File: config.mk
export PLATFORM = sky130hd
export DESIGN_NAME = ltf_obf_scheduler
export DESIGN_NICKNAME = d
export VERILOG_FILES = /design/src/rtl/ltf_obf_scheduler.sv
export SDC_FILE = /design/constraint.sdc
export NUM_CORES = 2
export LEC_CHECK = 0
export ABC_CLOCK_PERIOD_IN_PS = 7300
export CAP_MARGIN = 25
export CORE_MARGIN = 3
export CORE_UTILIZATION = 60
export DETAILED_ROUTE_END_ITERATION = 12
export PLACE_DENSITY = 0.81
export SETUP_SLACK_MARGIN = 0.5
export SYNTH_ARGS = -nofsm -noshare
export SYNTH_HDL_FRONTEND = slang
export SYNTH_SLANG_ARGS = --single-unit
export TNS_END_PERCENT = 1
File: constraint.sdc
create_clock -name clk -period 7.3 [get_ports clk]
set_input_delay 2.19 -clock clk [delete_from_list [all_inputs] [get_ports clk]]
set_output_delay 2.19 -clock clk [all_outputs]
set_load 0.01 [all_outputs]
File: src/rtl/ltf_obf_scheduler.sv
// ltf_obf_scheduler: per-packet coefficient selection, LTF generator launch, valid/done framing and timeout recovery
module ltf_obf_scheduler #(
  parameter int NUM_SLOTS = 4,
  parameter int TIMEOUT = 256,
  parameter int AW = $clog2(NUM_SLOTS) + 2
) (
  input  logic                         clk,
  input  logic                         reset,
  input  logic                         phy_tx_start,
  input  logic                         cfg_we,
  input  logic [AW-1:0]                cfg_addr,
  input  logic [31:0]                  cfg_wdata,
  input  logic                         cfg_commit,
  input  logic [1:0]                   cfg_mode,
  input  logic [$clog2(NUM_SLOTS)-1:0] cfg_slot,
  input  logic                         err_clear,
  input  logic                         gen_ltf_started,
  output logic                         gen_letsgo,
  output logic                         gen_reset,
  output logic [127:0]                 gen_coefficients,
  output logic                         ltf_valid,
  output logic                         ltf_done,
  output logic                         busy,
  output logic [$clog2(NUM_SLOTS)-1:0] active_slot,
  output logic                         err_timeout,
  output logic                         err_overlap
);
  localparam int SW = $clog2(NUM_SLOTS);
  localparam int CW = $clog2((TIMEOUT > 160 ? TIMEOUT : 160) + 1);
  typedef enum logic [2:0] {IDLE, ARM, WAIT_START, STREAM, DONE, RECOVER} state_t;
  state_t state, state_n;
  logic [CW-1:0] cnt, cnt_n;
  logic [NUM_SLOTS-1:0][127:0] shadow, active, tbl;
  logic [SW-1:0] ptr, sel;
  logic pend, rr, do_commit, launch, use_tbl;
  always_comb begin
    state_n = state;
    cnt_n = cnt;
    case (state)
      IDLE: state_n = phy_tx_start ? ARM : IDLE;
      ARM: begin
        state_n = WAIT_START;
        cnt_n = '0;
      end
      WAIT_START: begin
        if (gen_ltf_started) begin
          state_n = STREAM;
          cnt_n = CW'(1);
        end else if (cnt == CW'(TIMEOUT - 1)) begin
          state_n = RECOVER;
          cnt_n = '0;
        end else cnt_n = cnt + 1'b1;
      end
      STREAM: begin
        cnt_n = cnt + 1'b1;
        state_n = (cnt == CW'(159)) ? DONE : STREAM;
      end
      DONE: state_n = IDLE;
      RECOVER: begin
        cnt_n = CW'(1);
        state_n = (cnt != '0) ? IDLE : RECOVER;
      end
      default: state_n = IDLE;
    endcase
  end
  // a commit taking effect this cycle is forwarded so a simultaneous launch sees the new table and pointer
  assign do_commit = (state == IDLE) && (cfg_commit || pend);
  assign launch = (state == IDLE) && phy_tx_start;
  assign tbl = do_commit ? shadow : active;
  assign sel = (cfg_mode == 2'b01) ? cfg_slot : (do_commit ? '0 : ptr);
  assign use_tbl = (cfg_mode == 2'b01) || (cfg_mode == 2'b10);
  assign gen_letsgo = state == ARM;
  assign gen_reset = state == RECOVER;
  assign ltf_done = state == DONE;
  assign busy = state != IDLE;
  assign ltf_valid = (state == STREAM) || (state == WAIT_START && gen_ltf_started);
  always_ff @(posedge clk) begin
    if (reset) begin
      state <= IDLE;
      cnt <= '0;
      shadow <= '0;
      active <= '0;
      ptr <= '0;
      pend <= 1'b0;
      rr <= 1'b0;
      gen_coefficients <= '0;
      active_slot <= '0;
      err_timeout <= 1'b0;
      err_overlap <= 1'b0;
    end else begin
      state <= state_n;
      cnt <= cnt_n;
      if (cfg_we) shadow[cfg_addr[SW+1:2]][{cfg_addr[1:0], 5'b0} +: 32] <= cfg_wdata;
      if (do_commit) active <= shadow;
      pend <= (state == IDLE) ? 1'b0 : (pend | cfg_commit);
      if (do_commit) ptr <= '0;
      else if (state == DONE && rr) ptr <= ptr + 1'b1;
      if (launch) begin
        rr <= cfg_mode == 2'b10;
        gen_coefficients <= use_tbl ? tbl[sel] : '0;
        if (use_tbl) active_slot <= sel;
      end
      err_timeout <= (state == RECOVER && cnt == '0) || (err_timeout && !err_clear);
      err_overlap <= (phy_tx_start && state != IDLE) || (err_overlap && !err_clear);
    end
  end
endmodule

==> metrics <==
Yosys cell types 54; top cells by count, synth nand2_1 (1215), dfxtp_1 (1172), a21oi_1 (837); drt pass-1 iters 9; DRT Wirelength 149000 µm; HPWL after DPL 80100 µm; root buf cell clkbuf_16; Worst VDD drop 0.195 mV; io pins 184; Final Skew 0.0127 ns; gr usage total 0.346; flop2flop setup slack 3.42 ns; Power, Total 14.3 mW; gr ovfl total 0; pwr/cell area 267 nW/µm²; DR iter-0 viols 5928; Final Cycle Share 0.777; P_leak 18.8 nW; fraction of layout cells with a size suffix above 1 0.0734; Worst EP arrival 3.48 ns; Sink Count 1172; die area 82600 µm²; Yosys top cell by area dfxtp_1; Core ar. 78000 µm²; Setup crit start kind input pin; clock-pin slew on the worst setup and hold paths 0.06 ns; Min Clock Period, post-route 5.67 ns; Layout area overhead 13.2%; Die H 287 µm; post-synthesis cell area 47500 µm²; H-tree levels 3; worst path required time 5.11 ns; RR Startpoint state[0]$_SDFFE_PP0P_; Avg Inst Size Synth 8.45 µm²; area of the multi-input gates 21800 µm²; storage element area 23500 µm²; Int Pwr 10.6 mW; met2 routed WL 66100 µm; Initial Util 0.609; max_slew headroom 0.269; Comb power frac 0.109; drt drc 0; first-pass GRT wire length 226000 µm; Slew Viols, Final 0; Placed Instances 6392; top-count cell post-synth nand2_1; largest net degree at the start of global routing 224; status finished, final reports clean; Post-Layout Cell Count 6618; Max Clk Rate 0.176 GHz; met3 wire len 17300 µm; Max FO, Critical Path 4; setup tns final 0 ns; vias per cell 6.37; # setup viols final 0; hold buffer count at CTS 0; Post-synth EDFFs 0; RSZ-0062 raised after global routing false; WL/cell 22.6 µm; Sw Ratio 0.262; Final nets 5535; Worst-Skew Late Latency 0.68 ns; maxcap violations 0; Net Count, Synth 5680; vias in the first global route 39200; via count 42200; kind of capture point of the worst setup path primary output; Final Hold Fails 0; DRT antenna net count 0; post-synthesis register bit count 1172; CP Capture Point ltf_valid; Clk network pwr share 0.438; Worst Setup SP gen_ltf_started; metal1 wirelength 58300 µm; Synth Flop Type dfxtp_1; Post-CTS Setup Bufs 0; Layout fillers 5815; CTS tree done; DIE WIDTH 287 µm; CTS Buf Count 115; Worst-Margin Slew 1.09 ns; sequential fraction of the synthesis area 0.494; GPL Wtd Cong 0.863; Max Used Layer met5; Max clock buf depth 3; initial antenna violation count 6; Reg2Reg Depth 8; warnings from Yosys 0; Crit Path Category input pin to primary output; Synth area leaders dfxtp_1 (49%), nand2_1 (9.6%), mux2i_1 (9.2%); Worst Hold Class flop to flop; Buffers on Ports 183; CTS resizes 0; Rows 102; FFs w/ async S/R, synth 0; Reg power frac 0.453; Syn Inst Count 5622; net switching power 3.75 mW; Synth top area share 0.494; Reg2Reg Capture Point gen_coefficients[88]$_SDFFE_PP0P_
==> worst min-delay path by stage <==
stage	from	endpoint	slack (ns)	depth (start not counted)
4_1_cts	active[422]$_SDFF_PP0_	active[422]$_SDFF_PP0_	0.45	2
3_5_place_dp	active[422]$_SDFF_PP0_	active[422]$_SDFF_PP0_	0.44	2
6_report	active[86]$_SDFF_PP0_	active[86]$_SDFF_PP0_	0.45	2
2_1_floorplan	active[405]$_SDFF_PP0_	active[405]$_SDFF_PP0_	0.43	2
3_3_place_gp	active[422]$_SDFF_PP0_	active[422]$_SDFF_PP0_	0.44	2
5_1_grt	active[422]$_SDFF_PP0_	active[422]$_SDFF_PP0_	0.47	2
==> final cells by class <==
class | instances | area share
diodes | 3 | 0.000140
clock buffers | 160 | 0.0619
clock inverters | 55 | 0.0132
inverters | 11 | 0.000768
multi-input cells | 3876 | 0.405
flip-flops and latches | 1172 | 0.436
well taps | 1040 | 0.0242
repair buffers | 301 | 0.0587
==> sequential cells by signal, summed over array words and instances (netlist names), 2 cells and up <==
signal	count
cnt	9
active_slot	2
gen_coefficients	128
ptr	2
shadow	512
state	3
active	512
==> cell usage in the layout (no fill, tap or decap), drive strengths merged, types with 32 or more instances in the layout <==
cell / instances
a22oi: 107
nand2: 1217
and3: 32
a21oi: 838
o21ai: 39
a22o: 97
mux2i: 438
nand3: 538
clkinv: 33
dfxtp: 1172
nor3: 36
clkbuf: 160
buf: 120
clkdlybuf4s50: 181
a221oi: 100
nor2: 266
==> worst max-delay path, stage by stage <==
cell             delay (ns)
clkdlybuf4s50_1        0.52
nor2_1                 0.10
nor2_1                 0.13
clkdlybuf4s50_1        0.55
==> cell families (layout without fill, tap and decap cells) <==
| logic type | after synthesis | after routing | share of synthesized area |
|---|---|---|---|
| xor+xnor | 2 | 2 | 0.000369 |
| simple gates | 2141 | 2141 | 0.189 |
| buf+inv | 574 | 527 | 0.0515 |
| compound gates | 1282 | 1282 | 0.169 |
| other cells | 0 | 3 | 0 |
| fa+ha+maj | 11 | 11 | 0.00290 |
| flops | 1172 | 1172 | 0.494 |
| mux | 440 | 440 | 0.0928 |
==> power by group through the flow <==
stage,clock network (mW),registers [mW],logic [mW]
after floorplan,0,6.63,1.02
after detailed placement,0,6.64,1.50
after CTS,6.29,6.50,1.51
after global placement,0,6.64,1.49
final,6.28,6.50,1.57
after global routing,6.55,6.50,1.62
==> through the flow <==
stage	hold slack [ns]	util	instance area, µm²	setup WS, ns
after global placement	0.438	0.634	49400	1.66
after CTS	0.453	0.687	53600	1.63
after global routing	0.467	0.690	53800	1.54
after detailed placement	0.445	0.635	49500	1.64
after floorplan	0.432	-	47500	2.67
final	0.454	0.690	53800	1.63
==> per-layer routing <==
metal / track usage / vias up
met5: 0 / -
met4: 0.177 / 4
met3: 0.0798 / 406
met2: 0.528 / 2364
met1: 0.458 / 20200
li1: - / 19200
No activity file was read; power rests on OpenSTA's default activity.
